--- config.mk ---
export PLATFORM = sky130hd
export DESIGN_NAME = mem_arbiter
export DESIGN_NICKNAME = d
export VERILOG_FILES = /design/src/rtl/mem_arbiter.sv
export SDC_FILE = /design/constraint.sdc
export NUM_CORES = 1
export LEC_CHECK = 0
export ABC_AREA = 1
export CAP_MARGIN = 20
export CORE_MARGIN = 3
export CORE_UTILIZATION = 34
export DETAILED_ROUTE_END_ITERATION = 7
export GPL_ROUTABILITY_DRIVEN = 0
export PLACE_DENSITY = 0.85
export SYNTH_ARGS = -nofsm -noshare
export SYNTH_HDL_FRONTEND = slang
export SYNTH_SLANG_ARGS = --single-unit
--- constraint.sdc ---
create_clock -name clk -period 0.95 [get_ports clk]
set_clock_uncertainty 0.05 [all_clocks]
set_input_delay 0.19 -clock clk [delete_from_list [all_inputs] [get_ports clk]]
set_output_delay 0.19 -clock clk [all_outputs]
set_load 0.03 [all_outputs]
--- src/rtl/mem_arbiter.sv ---
// Two-requester memory arbiter with a command stage (S1) and a response stage (S2).
// Define ARB_ROUND_ROBIN_EN for round-robin arbitration; otherwise requester 0 has fixed priority.
module mem_arbiter #(
  parameter int ADDR_W = 4,
  parameter int DATA_W = 8
) (
  input  logic              clk,
  input  logic              rst,
  input  logic              req0_valid,
  input  logic              req0_we,
  input  logic [ADDR_W-1:0] req0_adr,
  input  logic [DATA_W-1:0] req0_dat_w,
  output logic              req0_ready,
  input  logic              req1_valid,
  input  logic              req1_we,
  input  logic [ADDR_W-1:0] req1_adr,
  input  logic [DATA_W-1:0] req1_dat_w,
  output logic              req1_ready,
  output logic              rsp0_valid,
  output logic [DATA_W-1:0] rsp0_dat,
  output logic              rsp1_valid,
  output logic [DATA_W-1:0] rsp1_dat,
  output logic [ADDR_W-1:0] mem_adr,
  output logic [DATA_W-1:0] mem_dat_w,
  output logic              mem_we,
  input  logic [DATA_W-1:0] mem_dat_r
);

  logic              s1Valid_q, s1Valid_d;
  logic              s1Owner_q, s1Owner_d;
  logic              s1We_q, s1We_d;
  logic [ADDR_W-1:0] s1Adr_q, s1Adr_d;
  logic [DATA_W-1:0] s1Dat_q, s1Dat_d;
  logic              s2Valid_q, s2Valid_d;
  logic              s2Owner_q, s2Owner_d;
  logic              s2We_q, s2We_d;
  logic              prefer0;
  logic              accept;

`ifdef ARB_ROUND_ROBIN_EN
  logic lastGrant_q, lastGrant_d;

  // lastGrant_q resets to 1 so requester 0 wins the first contended cycle
  assign prefer0     = lastGrant_q;
  assign lastGrant_d = accept ? req1_ready : lastGrant_q;

  always_ff @(posedge clk) begin
    if (rst) lastGrant_q <= 1'b1;
    else     lastGrant_q <= lastGrant_d;
  end
`else
  assign prefer0 = 1'b1;
`endif

  always_comb begin
    req0_ready = !rst && req0_valid && (!req1_valid || prefer0);
    req1_ready = !rst && req1_valid && (!req0_valid || !prefer0);
    accept     = req0_ready || req1_ready;
    s1Valid_d  = accept;
    s1Owner_d  = req1_ready;
    s1We_d     = req1_ready ? req1_we    : req0_we;
    s1Adr_d    = req1_ready ? req1_adr   : req0_adr;
    s1Dat_d    = req1_ready ? req1_dat_w : req0_dat_w;
    s2Valid_d  = s1Valid_q;
    s2Owner_d  = s1Owner_q;
    s2We_d     = s1We_q;
  end

  always_ff @(posedge clk) begin
    if (rst) begin
      s1Valid_q <= 1'b0;
      s1Owner_q <= 1'b0;
      s1We_q    <= 1'b0;
      s1Adr_q   <= '0;
      s1Dat_q   <= '0;
      s2Valid_q <= 1'b0;
      s2Owner_q <= 1'b0;
      s2We_q    <= 1'b0;
    end else begin
      s1Valid_q <= s1Valid_d;
      s1Owner_q <= s1Owner_d;
      s1We_q    <= s1We_d;
      s1Adr_q   <= s1Adr_d;
      s1Dat_q   <= s1Dat_d;
      s2Valid_q <= s2Valid_d;
      s2Owner_q <= s2Owner_d;
      s2We_q    <= s2We_d;
    end
  end

  // Outputs are gated by rst as well, so an entry caught by reset never writes or responds
  always_comb begin
    mem_we     = 1'b0;
    mem_adr    = '0;
    mem_dat_w  = '0;
    rsp0_valid = 1'b0;
    rsp1_valid = 1'b0;
    rsp0_dat   = '0;
    rsp1_dat   = '0;
    if (!rst && s1Valid_q) begin
      mem_we    = s1We_q;
      mem_adr   = s1Adr_q;
      mem_dat_w = s1Dat_q;
    end
    if (!rst && s2Valid_q) begin
      rsp0_valid = !s2Owner_q;
      rsp1_valid = s2Owner_q;
      if (!s2We_q) begin
        if (s2Owner_q) rsp1_dat = mem_dat_r;
        else           rsp0_dat = mem_dat_r;
      end
    end
  end

endmodule

Word-level counts from Yosys, hierarchy flattened
Index checks and enable logic that the tools add are counted.
Widths: inputs -> output; s select.
{"block": "totals", "reg_bits": 18, "inputBits": 38, "out_inout_bits": 33, "word_cells": 31}
{"block": "classes", "n_mux": 14, "reduce_logical": 9}
{"op": "$mux 8", "n": 8}
{"op": "$mux 4", "n": 2}
{"op": "$logic_and 1x1->1", "n": 5}
{"op": "$mux 1", "n": 4}
{"op": "$logic_not 1->1", "n": 3}
{"op": "$logic_or 1x1->1", "n": 1}

Logic depth before layout (Yosys ltp)
Gate-level depths: netlist of the first run.
{"block": "depth", "depth_word": 4, "ltp_mapped": 6, "ltp_nobuf": 5}

Worst setup path after synthesis of the first run
No wires, ideal clock.
{"block": "synth_timing", "path_type": "input to output", "start": "input rst", "end": "output rsp1_dat[0]", "arrival_ps": 1001, "required_time_ps": 710, "path_slack_ps": -291, "cell_stages": 6, "path_buffers": 1, "path_cell_list": "buf_6 inv_8 nand2_1 inv_2 nand2_4 nor2_1"}
{"block": "synth_between", "elab_chain_len": 3}
{"item": "from (decl)", "line_no": "8", "text": "input logic rst,"}
{"item": "$logic_not 1->1", "line_no": "105", "text": "if (!rst && s2Valid_q) begin"}
{"item": "$logic_and 1x1->1", "line_no": "105"}
{"item": "$mux 8", "line_no": "105"}
{"item": "to (decl)", "line_no": "22", "text": "output logic [DATA_W-1:0] rsp1_dat,"}
Every way passes these cells.

Worst setup path after layout of the first run
{"block": "layout_timing", "start": "register s2Valid_q", "end": "output rsp1_dat[6]"}
{"block": "layout_between", "elab_chain_len": 2}
{"item": "from (decl)", "line_no": "34", "text": "logic s2Valid_q, s2Valid_d;"}
{"item": "from (signal assigned)", "line_no": "85", "text": "s2Valid_q <= s2Valid_d;"}
{"item": "$logic_and 1x1->1", "line_no": "105"}
{"item": "$mux 8", "line_no": "105"}
Every way passes these cells.

==> flow_summary.json, run 1 <==
{
  "fp-row-count": 19,
  "drc_errors": 0,
  "grt_antenna_before_repair": 0,
  "grt_max_degree": 18,
  "hold_violations": 0,
  "critPathLaunchType": "flop",
  "hold_slack_ns": 0.172,
  "end_kind": "output port",
  "crit_top_cell": "nand2_4",
  "max_stage_delay_ns": 0.35,
  "post-route-min-period_ns": 1.39,
  "layout.nets": 282,
  "mostFrequentLayoutCell": "clkdlybuf4s50_1",
  "maxCapViolations": 0,
  "synth.ff_latch_count": 18,
  "critPathMaxFanout": 4,
  "hp-class": "in2reg",
  "syn_avg_cell_area_um2": 6.24,
  "ios": 71,
  "grt_pass1_wl_um": 4810,
  "synth_area_um2": 998,
  "status": "complete, but fails checks",
  "clk_latency_ns": 0.28,
  "cts-root-buf": "clkbuf_4",
  "crit_buf_inv": 2,
  "p_leak_nw": 1.03,
  "hold_buffers": 0,
  "setup_slack_ns": -0.441,
  "path_clk_slew_ns": 0.10,
  "drt_iter0_drc": 19,
  "vias": 1221,
  "core_area_um2": 2780,
  "worstMarginPinSlew_ns": 0.141,
  "wl_per_cell_um": 12.1,
  "synth_cell_types": 14,
  "fmax_mhz": 719,
  "dp_hpwl_um": 2330,
  "dp_slack_ns": -0.663,
  "htreeDepth": 1,
  "netlist.area_leader.share": 0.361,
  "start_util": 0.359,
  "placed_cell_area_um2": 1940,
  "p_per_area_nw_per_um2": 868,
  "fin_area_um2": 2240,
  "synth_cells": 160,
  "setup_viol": 32,
  "die_area_um2": 3620,
  "grt_pass1_vias": 1098,
  "synth_area_leaders": "dfxtp_1 (36%), nor2_1 (17%), nand2_1 (13%), inv_1 (13%), nand4_1 (8.1%)",
  "violations": "setup timing",
  "routed_wl_um": 3320,
  "period_share": 1.46,
  "die_h_um": 60.2,
  "dr.pass1.iters": 4,
  "drive_gt1_frac": 0.453,
  "min_path_cells": 3,
  "mostFrequentLayoutCells": "clkdlybuf4s50_1 (34), buf_6 (33), nor2_4 (30)",
  "crit_chain": "nand2_4, inv_8, nand2_4, nor2_4, buf_4",
  "grt.overflow.total": 0,
  "cp.depth": 5,
  "numCtsBuffers": 3,
  "via_per_inst": 4.46,
  "crit_type": "reg2out",
  "grt_usage": 0.184,
  "slowest_stage": "dfxtp_2",
  "rr_worst_depth": 3,
  "ys_seq_area_frac": 0.361,
  "cts_tree": "yes",
  "clock-sinks": 18,
  "portBuffers": 70,
  "yosysTopAreaCell": "dfxtp_1",
  "antenna_left": 0,
  "nFillCells": 169,
  "crit_family": "flip-flops",
  "yosys_warnings": 0,
  "arrival_ns": 1.15,
  "rsz0062_at_grt": "yes",
  "ir_worst_vdd_uv": 661,
  "n_antenna_cell": 0,
  "slew_headroom": 0.906,
  "required_ns": 0.71,
  "area_delta_synth_final_pct": 125,
  "clk_path_buf_depth": 2,
  "die_w_um": 60.2,
  "syn_nets": 198,
  "drv_slew": 0
}
[power by group]
part           switching [mW]  internal (mW)  total (mW)
logic                   0.344          0.324       0.668
registers              0.0232          0.805       0.828
clock network           0.217          0.234       0.450
[cells in the mapped netlist]
library cell and instances:
inv_2 2, buf_4 2, nand2_4 2, nor2_1 45, o21ai_0 1, nand3_4 1, nand2_2 1, nand4_1 13
nand2_1 35, buf_6 3, dfxtp_1 18, inv_8 1, buf_2 2, inv_1 34
[worst register-to-register path, cell delays in order, from the launching register on]
cell and delay [ns]:
dfxtp_2 0.34, nand2_4 0.09, buf_6 0.16, inv_1 0.05
[through the flow]
step,instances,setup TNS [ns],total power [mW],util
finish,274,-12.22,1.95,0.806
floorplan,160,-3.38,1.17,-
global placement,265,-28.42,1.41,0.697
detailed placement,265,-28.58,1.42,0.697
global route,274,-14.39,2.05,0.806
CTS,273,-12.08,1.94,0.794
[path summary, 6_finish.rpt]
check                  from           to  slack [ns]
setup reg to reg  s1Valid_q    s2Valid_q        0.17
hold / removal          rst    s2Owner_q        0.17
hold reg to reg   s1Owner_q    s2Owner_q        0.39
setup / recovery  s2Valid_q  rsp1_dat[6]       -0.44
[flip-flops by register name, indices dropped and copies added (netlist names)]
| name | flops |
|---|---|
| s1Dat_q | 8 |
| s1Owner_q | 1 |
| s1Valid_q | 1 |
| s2We_q | 1 |
| s1We_q | 1 |
| s2Valid_q | 1 |
| s1Adr_q | 4 |
| s2Owner_q | 1 |
[logic make-up after synthesis]
kind of cell,count (synthesis),synth area share
AND/OR/NAND/NOR,97,0.429
buffers and inverters,44,0.206
flip-flops,18,0.361
AO/OA/AOI/OAI,1,0.00501
[what timing repair did]
item,in CTS,in global routing
cloned,2,1
endpoints found under the setup margin,51,33
pin swaps,5,0
resized for setup,71,2
setup buffers,2,0
[final cells by class]
| type | instances | area [µm²] | area share |
|---|---|---|---|
| Timing Repair Buffer | 84 | 886 | 0.395 |
| Inverter | 37 | 175 | 0.0781 |
| Multi-Input combinational cell | 100 | 739 | 0.330 |
| Tap cell | 31 | 38.8 | 0.0173 |
| Sequential cell | 18 | 367 | 0.164 |
| Clock buffer | 4 | 36.3 | 0.0162 |
[per-layer routing]
metal	track usage	wire [µm]	vias up
met5	0	0	-
met4	0.120	86	0
met3	0.0194	184	6
met2	0.355	1900	45
met1	0.179	1140	532
li1	-	-	638
Note: power is estimated with default switching activity, not from simulation.
==> run 2, diff against run 1 <==
TNS_END_PERCENT = 5   (was unset)
==> run 2 against run 1 <==
  * The flow still finishes with violations (setup timing)
  * Via count grew 0.98%
  * Critical path depth shrank 1
  * Cell area shrank 2.7%
  * Die area is the same
  * Power shrank 0.87%
  * Sequential power shrank 0.5%
  * Fmax shrank 2.8%
  * Worst setup slack lost 0.040 ns
  * Critical endpoint is now rsp0_valid
  * Highest routed layer unchanged
==> flow_summary.json, run 2 (synthesized netlist as in run 1, its figures left out) <==
{
  "status": "complete, but fails checks",
  "violations": "setup timing",
  "p_sw_mw": 0.588,
  "dp_hpwl_um": 2340,
  "fin_util": 0.785,
  "multi_input_area_um2": 728,
  "p_per_area_nw_per_um2": 884,
  "period_share": 1.51,
  "crit_type": "reg2out",
  "grt_pass1_wl_um": 5410,
  "min_from": "rst",
  "ios": 71,
  "drc_errors": 0,
  "fin_area_um2": 2180,
  "antenna_left": 0,
  "die_h_um": 60.2,
  "hp-class": "in2reg",
  "register_area_um2": 367,
  "clk_path_buf_depth": 2,
  "grt.overflow.total": 0,
  "placed_cell_area_um2": 1930,
  "worst-r2r-setup-slack_ns": 0.20,
  "crit_top_cell": "clkinvlp_4",
  "hold_buffers": 0,
  "cts-root-buf": "clkbuf_4",
  "r2r-end": "s2Valid_q",
  "n_antenna_cell": 0,
  "via_per_inst": 4.53,
  "numPlacedInstances": 265,
  "rr_worst_depth": 3,
  "p_leak_nw": 1.01,
  "cts_tree": "yes",
  "p_seq_frac": 0.427,
  "startpoint": "s2Owner_q",
  "maxCapViolations": 0,
  "portBuffers": 70,
  "worstMarginPinSlew_ns": 0.159,
  "fmax_mhz": 699,
  "clk_latency_ns": 0.29,
  "routed_wl_um": 3290,
  "power_frac_comb": 0.333,
  "wl_per_cell_um": 12.1,
  "min_path_cells": 3,
  "crit_chain": "clkinvlp_4, nand2_8, clkinvlp_4, buf_6",
  "arrival_ns": 1.19,
  "core_area_um2": 2780,
  "slowest_stage": "dfxtp_4",
  "p_int_mw": 1.34,
  "stdcell_count": 272,
  "max_stage_delay_ns": 0.37,
  "numCtsBuffers": 3,
  "drt_iter0_drc": 25,
  "die_w_um": 60.2,
  "top_register": "s1Dat_q",
  "grt_pass1_vias": 1207,
  "grt_usage": 0.197,
  "grt_antenna_before_repair": 0,
  "holdPathEnd": "s2Owner_q",
  "crit_family": "buffers and inverters",
  "sw_frac_of_total": 0.305,
  "path_clk_slew_ns": 0.10,
  "slew_headroom": 0.894,
  "clock_power_share": 0.240,
  "tns_ns": -12.85,
  "vias": 1233,
  "area_delta_synth_final_pct": 119,
  "grt_max_degree": 18,
  "start_util": 0.359,
  "dr.pass1.iters": 4,
  "critPathLaunchType": "flop",
  "ir_worst_vdd_uv": 748,
  "largest_reg_flops": 8,
  "layout.nets": 280,
  "mostFrequentLayoutCells": "clkdlybuf4s50_1 (34), buf_6 (33), inv_1 (30)",
  "setup_viol": 33,
  "drv_slew": 0,
  "post-route-min-period_ns": 1.43,
  "setup_slack_ns": -0.481,
  "critPathMaxFanout": 5,
  "r2r-start": "s1Valid_q",
  "required_ns": 0.71,
  "drive_gt1_frac": 0.440,
  "clock-sinks": 18,
  "rsz0062_at_grt": "yes",
  "top_regs": "s1Dat_q (8), s1Adr_q (4)",
  "crit_buf_inv": 3,
  "nFillCells": 187,
  "mostFrequentLayoutCell": "clkdlybuf4s50_1",
  "end_kind": "output port",
  "hold_violations": 0,
  "fp-row-count": 19,
  "die_area_um2": 3620,
  "htreeDepth": 1
}
[run 2: how the worst max path moves through the flow]
stage	to	slack [ns]	cells past startpoint
after floorplan	rsp1_dat[0]	-0.14	6
after global placement	rsp0_valid	-0.66	7
after detailed placement	rsp0_valid	-0.67	7
after CTS	rsp0_valid	-0.51	4
after global routing	rsp0_valid	-0.54	4
final	rsp0_valid	-0.48	4
[run 2: timing repair]
item | in CTS | in global routing
setup endpoints to repair | 51 | 46
resized for setup | 47 | 14
gates cloned | 2 | 0
pin swaps | 4 | 1
setup buffers | 1 | 0
[run 2: metal layers]
metal	vias to the layer above	wire length (µm)	track usage	part of all wire
li1	634	-	-	-
met1	541	1190	0.221	0.36
met2	50	1820	0.375	0.55
met3	8	177	0.0151	0.054
met4	0	91	0.0791	0.028
met5	-	0	0	0
[run 2: final cells by class]
type,instances,area share
Clock buffer,4,0.0166
Timing Repair Buffer,82,0.387
Inverter,37,0.0768
Tap cell,31,0.0178
Sequential cell,18,0.168
Multi-Input combinational cell,100,0.334
[run 2: through the flow]
| step | power [mW] | setup WS [ns] | hold WS, ns |
|---|---|---|---|
| 2_1_floorplan | 1.17 | -0.136 | 0.298 |
| 3_3_place_gp | 1.41 | -0.658 | 0.333 |
| 3_5_place_dp | 1.42 | -0.669 | 0.347 |
| 4_1_cts | 1.91 | -0.507 | 0.334 |
| 5_1_grt | 2.03 | -0.538 | 0.288 |
| 6_report | 1.93 | -0.481 | 0.286 |
[run 2: worst register-to-register path, cell delays in order (launching register included)]
cell	delay, ns
dfxtp_2	0.34
nand2_4	0.07
buf_6	0.15
inv_1	0.05
[run 2: power by group through the flow]
| stage | Sequential, mW | Clock (mW) | Combinational [mW] |
|---|---|---|---|
| after floorplan | 0.836 | 0 | 0.330 |
| after global placement | 0.838 | 0 | 0.568 |
| after detailed placement | 0.840 | 0 | 0.577 |
| after CTS | 0.821 | 0.459 | 0.626 |
| after global routing | 0.830 | 0.504 | 0.694 |
| final | 0.824 | 0.462 | 0.643 |
